### src/rtl/servo_pulse_decoder.sv
// RC-servo PWM receiver: measures high-time and rising-to-rising period in ticks,
// range-checks the high-time and flags loss of signal. Optional glitch filter: SERVO_DECODER_FILTER_EN.
module servo_pulse_decoder #(
    parameter int unsigned TICK_DIV  = 50,
    parameter int unsigned MIN_WIDTH = 500,
    parameter int unsigned MAX_WIDTH = 2500,
    parameter int unsigned TIMEOUT   = 25000
) (
    input  logic        clock,
    input  logic        reset_n,
    input  logic        pwm_in,
    output logic [11:0] pulse_width,
    output logic [15:0] period,
    output logic        width_valid,
    output logic        range_err,
    output logic        signal_lost
);

    localparam int unsigned PW_W    = 12;
    localparam int unsigned PER_W   = 16;
    localparam int unsigned PRESC_W = 10;
    localparam int unsigned IDLE_W  = 16;

    typedef enum logic [1:0] {
        ST_IDLE,
        ST_ARMED,
        ST_HIGH,
        ST_LOW
    } state_e;

    state_e             state_q, state_d;
    logic [1:0]         sync_q;
    logic               s_q;
    logic               s_c;
    logic [PRESC_W-1:0] presc_q, presc_d;
    logic [PW_W-1:0]    width_cnt_q, width_cnt_d;
    logic [PER_W-1:0]   period_cnt_q, period_cnt_d;
    logic [IDLE_W-1:0]  idle_cnt_q, idle_cnt_d;
    logic [PW_W-1:0]    pulse_width_q, pulse_width_d;
    logic [PER_W-1:0]   period_q, period_d;
    logic               width_valid_q, width_valid_d;
    logic               range_err_q, range_err_d;
    logic               signal_lost_q, signal_lost_d;

    logic               tick;
    logic               rise;
    logic               fall;
    logic               timeout;
    logic               in_range;
    logic [PW_W-1:0]    width_inc;
    logic [PER_W-1:0]   period_inc;
    logic [IDLE_W-1:0]  idle_inc;

`ifdef SERVO_DECODER_FILTER_EN
    logic [1:0] samp_q;
    logic       all_hi;
    logic       all_lo;

    // s follows the input only once three consecutive samples agree
    assign all_hi = &{samp_q, sync_q[1]};
    assign all_lo = ~|{samp_q, sync_q[1]};
    assign s_c    = all_hi ? 1'b1 : (all_lo ? 1'b0 : s_q);

    always_ff @(posedge clock or negedge reset_n) begin
        if (!reset_n) begin
            samp_q <= '1;
        end else begin
            samp_q <= {samp_q[0], sync_q[1]};
        end
    end
`else
    assign s_c = sync_q[1];
`endif

    assign rise       = s_c & ~s_q;
    assign fall       = ~s_c & s_q;
    assign tick       = (presc_q == PRESC_W'(TICK_DIV - 1));
    assign timeout    = (idle_cnt_q >= IDLE_W'(TIMEOUT));
    assign width_inc  = (tick && (width_cnt_q != '1)) ? width_cnt_q + PW_W'(1) : width_cnt_q;
    assign period_inc = (tick && (period_cnt_q != '1)) ? period_cnt_q + PER_W'(1) : period_cnt_q;
    assign idle_inc   = (tick && (idle_cnt_q != '1)) ? idle_cnt_q + IDLE_W'(1) : idle_cnt_q;
    assign in_range   = (width_inc >= PW_W'(MIN_WIDTH)) && (width_inc <= PW_W'(MAX_WIDTH));

    // Synchronizer and edge history reset high so a pin already high at reset is not measured
    always_ff @(posedge clock or negedge reset_n) begin
        if (!reset_n) begin
            sync_q        <= '1;
            s_q           <= 1'b1;
            state_q       <= ST_IDLE;
            presc_q       <= '0;
            width_cnt_q   <= '0;
            period_cnt_q  <= '0;
            idle_cnt_q    <= '0;
            pulse_width_q <= '0;
            period_q      <= '0;
            width_valid_q <= 1'b0;
            range_err_q   <= 1'b0;
            signal_lost_q <= 1'b1;
        end else begin
            sync_q        <= {sync_q[0], pwm_in};
            s_q           <= s_c;
            state_q       <= state_d;
            presc_q       <= presc_d;
            width_cnt_q   <= width_cnt_d;
            period_cnt_q  <= period_cnt_d;
            idle_cnt_q    <= idle_cnt_d;
            pulse_width_q <= pulse_width_d;
            period_q      <= period_d;
            width_valid_q <= width_valid_d;
            range_err_q   <= range_err_d;
            signal_lost_q <= signal_lost_d;
        end
    end

    // Captures include the tick of the edge cycle so N*TICK_DIV cycles read exactly N
    always_comb begin
        state_d       = state_q;
        presc_d       = tick ? '0 : presc_q + PRESC_W'(1);
        width_cnt_d   = width_inc;
        period_cnt_d  = period_inc;
        idle_cnt_d    = idle_inc;
        pulse_width_d = pulse_width_q;
        period_d      = period_q;
        width_valid_d = 1'b0;
        range_err_d   = 1'b0;
        signal_lost_d = signal_lost_q;

        if (rise) begin
            presc_d      = '0;
            width_cnt_d  = '0;
            period_cnt_d = '0;
        end
        if (rise || fall) begin
            idle_cnt_d = '0;
        end

        case (state_q)
            ST_IDLE: begin
                if (!s_c) begin
                    state_d = ST_ARMED;
                end
            end
            ST_ARMED: begin
                if (rise) begin
                    state_d = ST_HIGH;
                end else if (timeout) begin
                    signal_lost_d = 1'b1;
                end
            end
            ST_HIGH: begin
                if (fall) begin
                    state_d = ST_LOW;
                    if (in_range) begin
                        pulse_width_d = width_inc;
                        width_valid_d = 1'b1;
                        signal_lost_d = 1'b0;
                    end else begin
                        range_err_d = 1'b1;
                    end
                end else if (timeout) begin
                    signal_lost_d = 1'b1;
                    state_d       = ST_IDLE;
                end
            end
            ST_LOW: begin
                if (rise) begin
                    period_d = period_inc;
                    state_d  = ST_HIGH;
                end else if (timeout) begin
                    signal_lost_d = 1'b1;
                    state_d       = ST_ARMED;
                end
            end
            default: state_d = ST_IDLE;
        endcase
    end

    assign pulse_width = pulse_width_q;
    assign period      = period_q;
    assign width_valid = width_valid_q;
    assign range_err   = range_err_q;
    assign signal_lost = signal_lost_q;

endmodule
### config.mk
export PLATFORM = sky130hd
export DESIGN_NAME = servo_pulse_decoder
export DESIGN_NICKNAME = d
export VERILOG_FILES = /design/src/rtl/servo_pulse_decoder.sv
export SDC_FILE = /design/constraint.sdc
export NUM_CORES = 1
export LEC_CHECK = 0
export ABC_AREA = 1
export BUFFER_PORTS_ARGS = -buffer_cell sky130_fd_sc_hd__buf_4
export CAP_MARGIN = 20
export CORE_ASPECT_RATIO = 1.75
export CORE_MARGIN = 4
export CORE_UTILIZATION = 60
export DETAILED_ROUTE_END_ITERATION = 7
export PLACE_DENSITY = 0.79
export SLEW_MARGIN = 25
export SYNTH_ARGS = -nofsm -noshare
export SYNTH_HDL_FRONTEND = slang
export SYNTH_SLANG_ARGS = --single-unit
### constraint.sdc
create_clock -name clock -period 6.1 [get_ports clock]
set_input_delay 1.525 -clock clock [delete_from_list [all_inputs] [get_ports clock]]
set_output_delay 1.525 -clock clock [all_outputs]
set_load 0.01 [all_outputs]
* Word level (Yosys, flattened, before mapping)
Index checks and enable logic that the tools add are counted.
** Operators by class
- $add $sub $neg :: 4
- Magnitude comparators :: 3
- Equal/unequal tests :: 13
- Mux-type cells :: 26
- Bitwise operators :: 4
- Reductions and logical operators :: 13
** Operators with widths (number)
- 2-to-1 mux 16 bit :: 4
- adder 16 x 1 -> 16 bit, second input constant :: 2
- inequality test 16 bit, second input constant :: 2
- 2-to-1 mux 12 bit :: 2
- 2-to-1 mux 10 bit :: 2
- >= comparator 16 x 15 -> 1 bit, second input constant :: 1
- adder 12 x 1 -> 12 bit, second input constant :: 1
- >= comparator 12 x 9 -> 1 bit, second input constant :: 1
- <= comparator 12 bit, second input constant :: 1
- 2-to-1 mux 2 bit :: 6
- inequality test 12 bit, second input constant :: 1
- adder 10 x 1 -> 10 bit, second input constant :: 1
- equality test 10 x 6 -> 1 bit, second input constant :: 1
- 2-to-1 mux 1 bit :: 10
- inequality test 3 bit, second input constant :: 3
- one-hot mux 2 bit (4 select lines) :: 1
- inequality test 2 bit, second input constant :: 3
- AND reduction 3 bit :: 2
- equality test 2 bit, second input constant :: 2
- logical AND 1 bit :: 4
- AND reduction 4 bit :: 1
- nonzero test 2 bit :: 2
- AND 1 bit :: 2
- equality test 2 x 1 -> 1 bit, second input constant :: 1
- other kinds (6) :: 7
** Word-level totals
- Register bits :: 90
- Input bits :: 3
- Output and inout port bits :: 31
- Logic and storage cells :: 75

* Depth between registers and ports, before layout
- Depth in word-level cells :: 8
- Gate-level depth with buffers :: 22
- Gate-level depth less buffers :: 20

* Worst setup path after synthesis
OpenSTA, ideal clock, no wires.
- Path kind :: flip-flop to flip-flop
- Start point :: register presc_q[1]
- End point :: register pulse_width_q[10], in the netlist pulse_width[10]
- Library setup time :: 0.117 ns
- Arrival time :: 2.128 ns
- Data required time :: 5.983 ns
- Path slack :: 3.855 ns
- Stages on the path, launching flop included :: 20
- Buffers on the path :: 2
- Clock period less this slack :: 2.245 ns
- Cell sequence :: dfrtp_1 > inv_1 > ha_1 > nand2_1 > inv_1 > nand3_1 > nor2_4 > buf_4 > a21oi_1 > nor2_1 > nand2_2 > nor2_2 > nand3_1 > nand2_1 > nand2_2 > nor2_4 > inv_2 > buf_6 > nand2_1 > nand2_1
** On the way
- Cells in the longest elaborated chain, start to end :: 6
- Elaborated cells on any way between the ends :: 7
- Those cells by class :: order compare (2); eq/ne (1); mux (1); reduce/logical (3)
** RTL lines
- from (decl) :: RTL line 35 : logic [PRESC_W-1:0] presc_q, presc_d;
- from (signal assigned) :: RTL line 103 : presc_q <= presc_d;
- equality test 10 x 6 -> 1 bit * :: RTL line 77 : assign tick = (presc_q == PRESC_W'(TICK_DIV - 1));
- logical AND 1 bit * :: RTL line 79 : assign width_inc = (tick && (width_cnt_q != '1)) ? width_cnt_q + PW_W'(1) : width_cnt_q;
- 2-to-1 mux 12 bit * :: RTL line 79
- >= comparator 12 x 9 -> 1 bit / <= comparator 12 bit (equally long branches) :: RTL line 82 : assign in_range = (width_inc >= PW_W'(MIN_WIDTH)) && (width_inc <= PW_W'(MAX_WIDTH));
- logical AND 1 bit :: RTL line 82
- AND reduction 3 bit (no line)
- to (signal assigned) :: RTL line 107 : pulse_width_q <= pulse_width_d;
- to (decl) :: RTL line 39 : logic [PW_W-1:0] pulse_width_q, pulse_width_d;
Mark *: on every way between the ends. The rest lies on a longest branch, timed or not.
A chain may end at the register's enable or synchronous reset.

* Worst setup path in the final report
- Start point :: register presc_q[1]
- End point :: register pulse_width_q[2], in the netlist pulse_width[2]
The elaborated chain is that of the path after synthesis.

==> results.sh <==
export IMPL_cts_tree="yes"
export IMPL_outcome="complete, no violations"
export IMPL_area_delta_synth_final_pct=13.43
export IMPL_crit_slowest_cell="dfrtp_1"
export IMPL_max_stage_delay_ns=0.41
export IMPL_grt_busiest_layer="met2"
export IMPL_antenna_found_initial=0
export IMPL_fp_row_count=42
export IMPL_crit_chain="inv_1 > ha_1 > nand2_1 > inv_1 > nand3_1 > nor2_4 > inv_1 > nand2_1 > nand2_1 > nor2_1 > nand2_1 > nor2_1 > nand3_1 > nand2_1 > nand2_2 > nor2_4 > inv_2 > nand2_2 > nand2_1"
export IMPL_pre_cts_ws_ns=3.310
export IMPL_fmax_mhz=351.5
export IMPL_synth_top_area_share=0.4665
export IMPL_synth_most_common_cell="nand2_1"
export IMPL_worstHoldPathCells=0
export IMPL_slew_violations=0
export IMPL_min_path_type="reg2reg"
export IMPL_fin_crit_sh=0.4664
export IMPL_synth_edff_count=0
export IMPL_fin_cells=707
export IMPL_worst_slack_ns=3.255
export IMPL_diodes=0
export IMPL_slew_headroom=0.3822
export IMPL_grt_pass1_wl_um=17190
export IMPL_clk_path_buf_depth=2
export IMPL_die_area_mm2=0.009211
export IMPL_criticalPathCategory="reg2reg"
export IMPL_rsz0062_at_grt="false"
export IMPL_root_buffer="clkbuf_16"
export IMPL_synth_avg_cell_area_um2=7.954
export IMPL_postRouteAntennaNets=0
export IMPL_synth_seq_cells=90
export IMPL_crit_required_ns=6.33
export IMPL_cp_arrival_ns=3.08
export IMPL_insertion_delay_ns=0.34
export IMPL_worst_setup_path_end_kind="flip-flop"
export IMPL_place_congestion=0.9693
export IMPL_synth_area_leaders="dfrtp_1 47%, nand2_1 12%, nor2_1 6.6%"
export IMPL_grt_use_met2=0.4322
export IMPL_cts_hold_buf=0
export IMPL_hpwl_um=7403
export IMPL_cts_setup_buffers=0
export IMPL_p_leak_nw=2.646
export IMPL_hold_viol_final=0
export IMPL_die_h_um=124.0
export IMPL_timing_setup_tns_ns=0
export IMPL_drt_iter0_markers=258
export IMPL_crit_path_frequent_cell="nand2_1"
export IMPL_setup_viol=0
export IMPL_rr_worst_depth=19
export IMPL_place_area_mm2=0.004911
export IMPL_cts_buffers=9
export IMPL_fillers=600
export IMPL_grt_max_degree=55
export IMPL_synth_seq_area_share=0.4893
export IMPL_ir_worst_vdd_v=0.0002296
export IMPL_worstMarginPinSlew_ns=0.9245
export IMPL_critPathLaunchType="flip-flop"
export IMPL_dieWidth_um=74.29
export IMPL_routed_via_count=3872
export IMPL_ys_warn_count=0
export IMPL_clkSinkCount=90
export IMPL_core_mm2=0.007515
export IMPL_syn_nets=591
export IMPL_maxCapViolCount=0
export IMPL_synth_ff_type="dfrtp_1"
export IMPL_ios=34
export IMPL_start_util=0.6139
export IMPL_grt_ovfl_total=0
export IMPL_ys_top_cells_by_count="148 x nand2_1, 86 x dfrtp_1, 81 x nor2_1, 68 x inv_1"
export IMPL_place_inst=691
export IMPL_ys_types=34
export IMPL_drc=0
export IMPL_grtUsageTotal=0.2409
export IMPL_synth_async_reset_ratio=1.000
export IMPL_stdcell_area_mm2=0.005233
export IMPL_drtPass1Iterations=6
export IMPL_fin_skew_ns=0.009134
export IMPL_globalRouteMet3Util=0.04847
export IMPL_nets=625
export IMPL_clk_pin_slew_ns=0.07
export IMPL_cts_resized=0
export IMPL_critical_path_peak_fanout=15
export IMPL_period_minus_slack_ns=2.845
export IMPL_syn_cell_area_mm2=0.004613
export IMPL_yosysTopAreaCell="dfrtp_1"
export IMPL_viasPerCell=5.477
export IMPL_power_per_cell_area_mw_per_mm2=257.6
export IMPL_synthCells=580
export IMPL_routedWlPerCell_um=14.35
export IMPL_grt_met1_usage=0.2585
export IMPL_drive_gt1_frac=0.1244
export IMPL_grt_pass1_vias=3872
export IMPL_wl_um=10150
export IMPL_cts_htree_levels=3
export IMPL_design_power_total_mw=1.348
export IMPL_port_buffers=33
-- layout by cell type (no fill, tap or decap), drive strengths merged --
cell	instances
nand2	162
nor2	87
dfrtp	86
inv	70
nand3	39
o21ai	37
buf	35
xor2	16
a21oi	15
nor3	14
clkbuf	12
nand4	11
ha	8
xnor2	7
dfstp	4
nor3b	2
nor4	2
a211oi	2
clkinvlp	2
bufinv	2
and3	1
o211ai	1
nand3b	1
a22o	1
o31ai	1
a31oi	1
-- metal layers --
layer	share of wire	vias to the layer above
met5	0	-
met4	0.043	0
met3	0.039	39
met2	0.54	99
met1	0.38	1825
li1	-	1909
-- worst max-delay path: cells and delay by family (launching register included) --
kind	cells	cell delay (ns)
adders and majority gates	1	0.13
buffers and inverters	4	0.45
DFF	1	0.41
and+or+nand+nor	14	1.73
-- cells by family (layout without fill, tap and decap cells) --
family | after synthesis | count (layout) | synth area share
XOR/XNOR | 23 | 23 | 0.04367
adder cells (fa/ha/maj) | 8 | 8 | 0.02170
AO/OA/AOI/OAI | 58 | 58 | 0.06618
AND/OR/NAND/NOR | 319 | 319 | 0.3059
flip-flops | 90 | 90 | 0.4893
buffers and inverters | 82 | 121 | 0.07323
-- per-stage QoR --
stage,util,hold WS [ns]
final,0.6963,0.3578
after CTS,0.6963,0.3579
after global routing,0.6963,0.3636
after floorplan,-,0.3452
after detailed placement,0.6535,0.3485
after global placement,0.6535,0.3469
-- power breakdown --
part / internal, mW / switching [mW] / total (mW)
Combinational: 0.0333 / 0.0744 / 0.108
Sequential: 0.621 / 0.0215 / 0.642
Clock: 0.370 / 0.228 / 0.598
-- layout make-up --
| class | instances | area (um2) | share of cell area |
|---|---|---|---|
| multi-input combinational | 408 | 2018 | 0.3857 |
| clock inverter | 4 | 75.07 | 0.01435 |
| sequential | 90 | 2257 | 0.4314 |
| timing repair buffer | 35 | 262.8 | 0.05022 |
| inverter | 70 | 262.8 | 0.05022 |
| clock buffer | 12 | 246.5 | 0.04711 |
| tap | 88 | 110.1 | 0.02104 |
-- final timing paths --
path	slack, ns	end	from
setup / recovery	3.26	pulse_width[2]	presc_q[1]
min in group asynchronous	1.12	period[6]	reset_n
hold / removal	0.36	sync_q[1]	sync_q[0]
hold reg to reg	0.36	sync_q[1]	sync_q[0]
setup reg to reg	3.26	pulse_width[2]	presc_q[1]
max in group asynchronous	3.93	width_cnt_q[6]	reset_n
-- registers in the layout, summed over array words and instances (netlist names), 2 cells and up --
name	count
idle_cnt_q	16
period	16
period_cnt_q	16
pulse_width	12
width_cnt_q	12
presc_q	10
state_q	2
sync_q	2
(Power assumes the default switching activity.)
